<file path="src/rtl/stopwatch_controller.sv">
`default_nettype none
// ============================================================================
// Module      : stopwatch_controller
// Description : Control FSM for a four-digit BCD mm:ss stopwatch counter
//               chain. Turns debounced buttons and the 1 Hz tick into the
//               counter enable / direction / load controls, detects terminal
//               count in both directions and raises a timed alarm.
// Revision    : 1.0 - initial release
// ============================================================================
module stopwatch_controller #(
    parameter int NUMBER_OF_DIGITS         = 4,
    parameter int NUMBER_OF_BITS_PER_DIGIT = 4,
    parameter int ALARM_SECONDS            = 5,
    parameter logic [NUMBER_OF_DIGITS*NUMBER_OF_BITS_PER_DIGIT-1:0] MAX_COUNT = 16'h5959
) (
    input  logic                                                clk,
    input  logic                                                rst,
    input  logic                                                tick,
    input  logic                                                btn_start_stop,
    input  logic                                                btn_clear,
    input  logic                                                btn_mode,
    input  logic [NUMBER_OF_DIGITS*NUMBER_OF_BITS_PER_DIGIT-1:0] preset,
    input  logic [NUMBER_OF_DIGITS*NUMBER_OF_BITS_PER_DIGIT-1:0] count,
    output logic                                                count_enable,
    output logic                                                up_down,
    output logic                                                load,
    output logic [NUMBER_OF_DIGITS*NUMBER_OF_BITS_PER_DIGIT-1:0] load_value,
    output logic                                                running,
    output logic                                                alarm,
    output logic [1:0]                                          state
);

    localparam int         c_WIDTH       = NUMBER_OF_DIGITS * NUMBER_OF_BITS_PER_DIGIT;
    localparam logic [3:0] c_ALARM_START = 4'(ALARM_SECONDS);

    localparam logic [1:0] c_IDLE    = 2'd0;
    localparam logic [1:0] c_RUNNING = 2'd1;
    localparam logic [1:0] c_PAUSED  = 2'd2;
    localparam logic [1:0] c_EXPIRED = 2'd3;

    // Registered state
    logic [1:0]         r_state;
    logic               r_up_down;
    logic               r_load;
    logic [c_WIDTH-1:0] r_load_value;
    logic               r_alarm;
    logic [3:0]         r_alarm_cnt;
    logic               r_clear_q;
    logic               r_start_stop_q;
    logic               r_mode_q;

    // Next-state values
    logic [1:0]         w_next_state;
    logic               w_next_up_down;
    logic               w_next_load;
    logic [c_WIDTH-1:0] w_next_load_value;
    logic               w_next_alarm;
    logic [3:0]         w_next_alarm_cnt;

    // Press detection; only the highest-priority press acts in a cycle
    logic               w_press_clear;
    logic               w_press_start_stop;
    logic               w_press_mode;
    logic [c_WIDTH-1:0] w_term;
    logic               w_at_term;

    assign w_press_clear      = btn_clear & ~r_clear_q;
    assign w_press_start_stop = btn_start_stop & ~r_start_stop_q & ~w_press_clear;
    assign w_press_mode       = btn_mode & ~r_mode_q & ~w_press_clear & ~(btn_start_stop & ~r_start_stop_q);

    // Terminal value depends on direction: 59:59 counting up, 00:00 counting down
    assign w_term    = r_up_down ? MAX_COUNT : '0;
    assign w_at_term = (count == w_term);

    // Enable never pushes the counter past terminal and is suppressed by a clear
    assign count_enable = tick & (r_state == c_RUNNING) & ~w_at_term & ~w_press_clear;

    assign up_down    = r_up_down;
    assign load       = r_load;
    assign load_value = r_load_value;
    assign running    = (r_state == c_RUNNING);
    assign alarm      = r_alarm;
    assign state      = r_state;

    // Button history; held at 1 through reset so a held button gives no press
    always_ff @(posedge clk) begin
        if (!rst) begin
            r_clear_q      <= 1'b1;
            r_start_stop_q <= 1'b1;
            r_mode_q       <= 1'b1;
        end else begin
            r_clear_q      <= btn_clear;
            r_start_stop_q <= btn_start_stop;
            r_mode_q       <= btn_mode;
        end
    end

    // State, direction, load and alarm registers
    always_ff @(posedge clk) begin
        if (!rst) begin
            r_state      <= c_IDLE;
            r_up_down    <= 1'b1;
            r_load       <= 1'b0;
            r_load_value <= '0;
            r_alarm      <= 1'b0;
            r_alarm_cnt  <= 4'd0;
        end else begin
            r_state      <= w_next_state;
            r_up_down    <= w_next_up_down;
            r_load       <= w_next_load;
            r_load_value <= w_next_load_value;
            r_alarm      <= w_next_alarm;
            r_alarm_cnt  <= w_next_alarm_cnt;
        end
    end

    // Next-state logic; clear overrides everything else from any state
    always_comb begin
        w_next_state      = r_state;
        w_next_up_down    = r_up_down;
        w_next_load       = 1'b0;
        w_next_load_value = r_load_value;
        w_next_alarm      = r_alarm;
        w_next_alarm_cnt  = r_alarm_cnt;

        if (w_press_clear) begin
            w_next_state      = c_IDLE;
            w_next_alarm      = 1'b0;
            w_next_alarm_cnt  = 4'd0;
            w_next_load       = 1'b1;
            w_next_load_value = r_up_down ? '0 : preset;
        end else begin
            case (r_state)
                c_IDLE: begin
                    if (w_press_start_stop) begin
                        // Counting down from 00:00 would expire instantly; ignore it
                        if (r_up_down || (count != '0)) begin
                            w_next_state = c_RUNNING;
                        end
                    end else if (w_press_mode) begin
                        // New direction is ~r_up_down: up loads zero, down loads preset
                        w_next_up_down    = ~r_up_down;
                        w_next_load       = 1'b1;
                        w_next_load_value = r_up_down ? preset : '0;
                    end
                end
                c_RUNNING: begin
                    if (w_press_start_stop) begin
                        w_next_state = c_PAUSED;
                    end else if (tick && w_at_term) begin
                        w_next_state     = c_EXPIRED;
                        w_next_alarm     = 1'b1;
                        w_next_alarm_cnt = c_ALARM_START;
                    end
                end
                c_PAUSED: begin
                    if (w_press_start_stop) begin
                        w_next_state = c_RUNNING;
                    end
                end
                c_EXPIRED: begin
                    if (tick && (r_alarm_cnt != 4'd0)) begin
                        w_next_alarm_cnt = r_alarm_cnt - 4'd1;
                        if (r_alarm_cnt == 4'd1) begin
                            w_next_alarm = 1'b0;
                        end
                    end
                    if (w_press_start_stop) begin
                        w_next_alarm = 1'b0;
                    end
                end
                default: begin
                    w_next_state = c_IDLE;
                end
            endcase
        end
    end

endmodule
`default_nettype wire

</file>
<file path="config.mk">
export PLATFORM = sky130hd
export DESIGN_NAME = stopwatch_controller
export DESIGN_NICKNAME = d
export VERILOG_FILES = /design/src/rtl/stopwatch_controller.sv
export SDC_FILE = /design/constraint.sdc
export NUM_CORES = 1
export LEC_CHECK = 0
export CAP_MARGIN = 10
export CORE_ASPECT_RATIO = 0.75
export CORE_MARGIN = 5
export CORE_UTILIZATION = 42
export DETAILED_ROUTE_END_ITERATION = 8
export HOLD_SLACK_MARGIN = 0.02
export PLACE_DENSITY_LB_ADDON = 0.12
export REMOVE_ABC_BUFFERS = 1
export SETUP_SLACK_MARGIN = 0.2
export SYNTH_ARGS = -nofsm -noshare
export SYNTH_HDL_FRONTEND = slang
export SYNTH_SLANG_ARGS = --single-unit
</file>
<file path="constraint.sdc">
create_clock -name clk -period 3.5 [get_ports clk]
set_input_delay 0.7 -clock clk [delete_from_list [all_inputs] [get_ports clk]]
set_output_delay 0.7 -clock clk [all_outputs]
set_load 0.05 [all_outputs]
</file>
### Yosys cells after proc, flatten, opt, wreduce, memory -nomap -nowiden

Cells that the tools add are included.

* output and inout port bits: 23
* memories: 0
* word-level logic and storage cells: 86
* bits in registers: 28
* bits in latches: 0
* bits of input ports: 38
* bits in read-only memories: 0
* RAM bits: 0

* magnitude comparators: 0
* reductions and logical operators: 16
* eq/ne operators: 15
* add/sub/neg operators: 1
* bitwise logic cells: 18
* div/mod/pow operators: 0
* multiply operators: 0
* multiplexer cells: 27
* shift-type cells: 0

Operators by type and width (count)
* 16-bit two-way mux: 6
* 16-bit by 15-bit equality test with 1-bit output: 1
* 16-bit nonzero test: 1
* 15-bit two-way mux: 1
* 4-bit two-way mux: 3
* 2-bit inequality test, second input constant: 6
* 2-bit two-way mux: 5
* 5-bit AND reduction: 2
* 1-bit AND: 9
* 1-bit two-way mux: 9
* 1-bit NOT: 9
* 4-bit case mux with 2 select lines: 1
* 4-bit AND reduction: 2
* 3-bit inequality test, second input constant: 2
* 2-bit case mux with 3 select lines: 1
* 2-bit nonzero test: 3
* 2-bit equality test, second input constant: 2
* 4-bit by 1-bit equality test with 1-bit output, second input constant: 1
* 4-bit nonzero test: 1
* 4-bit by 1-bit subtractor with 4-bit output, second input constant: 1
* 3-bit by 1-bit inequality test with 1-bit output, second input constant: 1
* 3-bit AND reduction: 1
* 3-bit nonzero test: 1
* 2-bit by 1-bit equality test with 1-bit output, second input constant: 1
* other kinds (6): 7

### Logic depth before layout (Yosys ltp)

* depth after elaboration: 9
* mapped depth: 8
* depth with buffers taken out: 7

### Worst setup path after synthesis

No wires, ideal clock.

* path type: flip-flop to output port
* start point: register r_state[0], in the netlist state[0]
* end point: output port count_enable
* required time: 2.800 ns
* cell stages (with the launch flop): 5
* arrival time: 2.475 ns
* buffers on the path: 1
* slack: 0.325 ns
* cell sequence: dfxtp_1 > buf_2 > nor2b_1 > nand3_1 > nor2_1

* longest elaborated chain between the ends: 4

RTL lines
* start: declaration: line 42 `logic [1:0] r_state;`
* start signal: assignment: line 101 `r_state <= c_IDLE;`
* start signal: assignment: line 108 `r_state <= w_next_state;`
* 2-bit by 1-bit equality test with 1-bit output
* via running: line 28 `output logic running,`
* 1-bit AND (3 in a row): line 76 `assign count_enable = tick & (r_state == c_RUNNING) & ~w_at_term & ~w_press_clear;`
* end: declaration: line 24 `output logic count_enable,`

The timed path passes the listed nets, and every way through them passes these cells.

### Final worst setup path

* start point: input port count[4]
* end point: output port count_enable

* longest elaborated chain between the ends: 4

RTL lines
* start: declaration: line 23 `input logic [NUMBER_OF_DIGITS*NUMBER_OF_BITS_PER_DIGIT-1:0] count,`
* 16-bit by 15-bit equality test with 1-bit output: line 73 `assign w_at_term = (count == w_term);`
* 1-bit NOT: line 76
* 1-bit AND (2 in a row): line 76

Every way passes these cells.

==> impl_metrics.tcl <==
set metrics [dict create \
    core_mm2 0.00287 \
    grt_usage_pct 15.7 \
    start_util_pct 42.8 \
    synth_edf_count 0 \
    finalHoldViolCount 0 \
    grt_pass1_wl_um 5230 \
    wl_per_cell_um 14.2 \
    grt_max_degree 17 \
    portBuffers 60 \
    final_core_util_pct 66.3 \
    layout.nets 233 \
    drt_iter0_drc 44 \
    finalClockSkew_ns 0.00455 \
    cts_made_buffers 3 \
    clockBufferDepth 2 \
    syn_inst 132 \
    grt_remaining_overflow 0 \
    min-delay-start "load_value[13]" \
    cts_setup_buffers 0 \
    maxCapViolCount 0 \
    ys_seq_elements 28 \
    p_leak_nw 0.680 \
    post_synth.cell_area_avg_um2 9.31 \
    gp_congestion 0.809 \
    ios 61 \
    setup_viol 0 \
    fp-row-count 17 \
    finalCritPeriodShare_pct 80.1 \
    netlist-cell-type-count 32 \
    cts_max_level 1 \
    reg2reg_slack_ns 1.52 \
    n_antenna_cell 0 \
    worst_ep_required_time_ns 2.80 \
    drive_gt1_share_pct 5.24 \
    clock-root-buffer "clkbuf_8" \
    synth-seq-area-share_pct 45.6 \
    ys.flop_type "dfxtp_1" \
    clk_latency_ns 0.27 \
    route.detailed.drc 0 \
    dpl.hpwl_um 2530 \
    path_class "input port to output pin" \
    grt_pass1_vias 1111 \
    fp.dieW_um 72.5 \
    antenna_found_initial 0 \
    whs_path_depth 1 \
    die-area_mm2 0.00412 \
    worstPathArrival_ns 2.10 \
    cts_tree "built" \
    ctsResizeCount 0 \
    ys_warn_count 0 \
    r2r_start "r_clear_q" \
    tns_ns 0 \
    path_clk_slew_ns 0.09 \
    tightestPinTransition_ns 1.02 \
    drtAntennaViolNets 0 \
    dr_total_vias 1231 \
    ff2ff_path_depth 4 \
    vias_per_cell 5.38 \
    min_period_ns 2.80 \
    cts.sinks 28 \
    crit_path_start_kind "input port" \
    die_h_um 56.8 \
    layout_common_cells "clkdlybuf4s50_1, dfxtp_1, a22o_1" \
    irDropWorstVdd_uv 352 \
    relSlewSlack_pct 31.6 \
    hold_path_class "flop to flop" \
    firstDrtPassIters 4 \
    end_kind "output pin" \
    fmax_mhz 357 \
    powerDensity_mw_per_mm2 343 \
    fillers 241 \
    drt-total-wl_um 3250 \
    syn2layout_area_growth_pct 54.9 \
    maxSlewViolCount 0 \
    r2r_end "load_value[14]" \
    hold_end "load_value[13]" \
    rsz0062_at_grt "no" \
    final_common_cell "clkdlybuf4s50_1" \
    postCtsHoldBufs 0 \
    cp_max_fo 5 \
    async_reset_ff_share_pct 0 \
    syn_area_mm2 0.00123 \
    outcome "complete, no violations" \
]
logic make-up (layout without fill, tap and decap cells):
group | after synthesis | after routing | share of synthesized area [%]
AND/OR/NAND/NOR | 51 | 51 | 22.1
AO/OA/AOI/OAI | 41 | 41 | 25.9
flip-flops | 28 | 28 | 45.6
buffers and inverters | 9 | 68 | 3.36
adder cells (fa/ha/maj) | 3 | 3 | 3.06
worst max-delay path by stage:
stage                     cells after the start  slack, ns            to      start
after floorplan                               3       0.39  count_enable   state[0]
after global placement                        6       0.72  count_enable  count[11]
after detailed placement                      6       0.69  count_enable   count[4]
after global routing                          6       0.57  count_enable   count[4]
after CTS                                     6       0.69  count_enable   count[4]
final                                         6       0.70  count_enable   count[4]
where the power goes:
part	switching, mW	internal, mW
Clock	0.0971	0.101
Sequential	0.00659	0.328
Combinational	0.0587	0.0609
routing by layer:
metal	global-route usage, %	wire length (um)	part of all wire (%)	vias up
met3	5.72	291	9.0	4
met4	3.16	21	0.65	0
li1	-	-	-	608
met1	20.8	1540	47	571
met5	0	0	0	-
met2	24.6	1400	43	48
registers in the layout, indices dropped and copies added (netlist names):
| signal | count |
|---|---|
| r_alarm_cnt | 4 |
| r_start_stop_q | 1 |
| load | 1 |
| state | 2 |
| r_clear_q | 1 |
| alarm | 1 |
| up_down | 1 |
| r_mode_q | 1 |
| load_value | 16 |
final cells by class:
class                           instances  area [um2]  area share (%)
Sequential cell                        28         561            29.5
Tap cell                               38        47.5            2.50
Timing Repair Buffer                   60         598            31.4
Inverter                                4        15.0           0.789
Clock buffer                            4        55.1            2.89
Multi-Input combinational cell         95         627            32.9
critical path: stages:
cell and delay (ns):
clkdlybuf4s50_1 0.43, nor4_1 0.31, nand3_1 0.23, a21oi_1 0.18, nor2_1 0.07, buf_4 0.18
Yosys cell counts, types with 2 or more instances:
library cell	number	area, um2
nand2_1	11	41.3
ha_1	3	37.5
a211oi_1	2	15.0
dfxtp_1	28	561
nor2_1	9	33.8
and2_1	3	18.8
nand2b_1	6	37.5
nor3_1	4	20.0
nor4_1	4	25.0
inv_1	4	15.0
a22o_1	16	140
nand3_1	6	30.0
clkbuf_2	2	10.0
o21ai_0	8	40.0
a21oi_1	5	25.0
nor2b_1	2	12.5
o21a_1	2	15.0
nand4_1	3	18.8
through the flow:
stage	cell area (um2)	hold WS, ns	power [mW]	setup WS, ns	cells
detailed placement	1850	0.463	0.461	0.692	225
global placement	1850	0.460	0.460	0.717	225
global route	1900	0.511	0.680	0.571	229
finish	1900	0.485	0.652	0.696	229
CTS	1900	0.491	0.658	0.685	229
floorplan	1200	0.461	0.394	0.389	127
Power figures use the tool's default switching activity.
==> RTL edit: new RTL, same settings <==
Reset style: asynchronous (`rst`), changed in 2 clocked blocks.
--- a/src/rtl/stopwatch_controller.sv
+++ b/src/rtl/stopwatch_controller.sv
@@ -83,7 +83,7 @@
     assign state      = r_state;
 
     // Button history; held at 1 through reset so a held button gives no press
-    always_ff @(posedge clk) begin
+    always_ff @(posedge clk or negedge rst) begin
         if (!rst) begin
             r_clear_q      <= 1'b1;
             r_start_stop_q <= 1'b1;
@@ -96,7 +96,7 @@
     end
 
     // State, direction, load and alarm registers
-    always_ff @(posedge clk) begin
+    always_ff @(posedge clk or negedge rst) begin
         if (!rst) begin
             r_state      <= c_IDLE;
             r_up_down    <= 1'b1;
Check against the original RTL: differs if rst is asserted again (counterexample within 4 cycles, from zero or initial values and one cycle with rst low); with rst held inactive, the same outputs for 10 cycles.
==> RTL edit against the unedited design <==
Wire length grew 4.7%. Setup slack lost 0.027 ns. Cell area grew 8.2%. Cell count grew 5.7%. Via count shrank 0.32%. Die area grew 7.3%. Synthesized area grew 8.7%. Register-to-register slack gained 0.08 ns. Clock skew shrank 0.0019 ns. Sequential cell count is the same.
Power is not compared: it rests on default switching activity, and its combinational part moved more than twofold at a synthesized area within 25%.
==> RTL edit: results (changes against the unedited design) <==
grt met1 use 0.204 (-0.00373); Hold Startpoint load_value[0]$_DFFE_PN0P_; predominant post-synthesis flop cell dfrtp_1; Worst R2R Path Depth 7 (+3); Cell variety after synth 34 (+6.3%); Met3 Routed Length 190 um (-35%); DR pass1 iterations 4 (unchanged); Global Route Usage Sum 0.162 (+0.00490); worst hold path depth 2 (+1); mux contribution to synthesized area 0.0337 (+0.0337); vias per std cell 5.07 (-5.7%); post-synthesis async set-or-reset flop share 1.00 (+1.00); Max Slew Vio Count 0 (unchanged); Hold Worst Slack 0.491 ns (+0.00566 ns); final wirelength 3.40 mm (+4.7%); worst-path fanout max 4 (-1); Seq/Total Area, Yosys 0.529 (+0.0724); clk_lat worst skew between 0.2 and 0.3 ns; Placed Area 1980 um^2 (+6.9%); FF-to-FF End r_alarm_cnt[3]$_DFFE_PN0P_; synthesized area 1340 um^2 (+8.7%); met3 GRT Util 0.0563 (-0.000931); outcome completed; compound-gate portion of the synthesized area 0.157 (-0.102); Worst Hold End load_value[0]$_DFFE_PN0P_; first-pass GRT wire length 5.57 mm (+6.5%); # nets final 245 (+5.2%); Post-Synth XOR/XNOR Area 0.0197 (+0.0197); met2 Use GR 0.270 (+0.0240); largest net degree at the start of global routing 34 (+17); WP data arrival 2.13 ns (+0.03 ns); average cell area after synthesis 9.40 um^2 (+1.0%); vias in the first global route 1,225 (+10%); clock skew 0.00265 ns (-0.00190 ns); commonest cells in the netlist nand2_1, dfrtp_1, o21ai_0; worst reg2reg startpoint r_alarm_cnt[1]$_DFFE_PN0P_; slew margin rel. 0.644 (+0.329); Met1 Wirelength 1.43 mm (-7.0%); Worst IR Drop VDD 0.399 mV; fraction of layout instances using a drive strength above 1 0.0980 (+0.0457); final RePlAce weighted congestion 0.765 (-5.5%); vias 1,227 (-0.32%); R2R setup slack 1.60 ns (+0.08 ns); met2 WL 1.74 mm (+24%); Synth Area in Adders 0.0187 (-0.0118); DP HPWL 2.69 mm (+6.5%); Area contributors post-synth dfrtp_1, nand2_1, dfstp_2, o21ai_0, mux2_4; fill count 217 (-10%)
[RTL edit: changes by cell type in the layout (fill, tap and decap cells not counted), moves of 3 or more]
cell      before  now
buf_4          1    4
a31oi_1        0    3
a22o_1        16    0
dfxtp_1       28    0
o21ai_0        8   19
dfstp_2        0    4
nand2_1       11   38
xnor2_1        0    3
nand2b_1       6    1
dfrtp_1        0   24
a21oi_1        5    2
nor2_1         9    3
mux2_4         0    3
[RTL edit: area by class of cell]
class	count	area (um^2)	share of cell area
repair buffers	64	648	0.315
well taps	38	47.5	0.0231
multi-input cells	104	587	0.285
clock buffers	4	55.1	0.0267
flip-flops and latches	28	706	0.343
inverters	4	15.0	0.00729
[RTL edit: critical path: stages]
cell and delay [ns]:
clkdlybuf4s50_1 0.48, nand4_1 0.09, or3_1 0.36, a21oi_2 0.23, nor3_1 0.08, buf_4 0.20
[RTL edit: metrics by stage]
step | util | setup WS [ns]
final | 0.686 | 0.669
after global routing | 0.686 | 0.593
after CTS | 0.677 | 0.665
after detailed placement | 0.659 | 0.658
after global placement | 0.659 | 0.681
after floorplan | - | 0.699
[RTL edit: worst max path at each step]
stage / slack [ns] / cells past startpoint / endpoint / start
2_1_floorplan: 0.70 / 4 / count_enable / up_down$_DFFE_PN1P_
3_3_place_gp: 0.68 / 6 / count_enable / count[11]
3_5_place_dp: 0.66 / 6 / count_enable / count[11]
4_1_cts: 0.66 / 6 / count_enable / count[12]
5_1_grt: 0.59 / 6 / count_enable / count[6]
6_report: 0.67 / 6 / count_enable / count[11]
[RTL edit: power breakdown]
group	switching (mW)	internal [mW]
Sequential	0.0549	0.402
Clock	0.0982	0.101
Combinational	0.396	0.227
Total	0.549	0.730
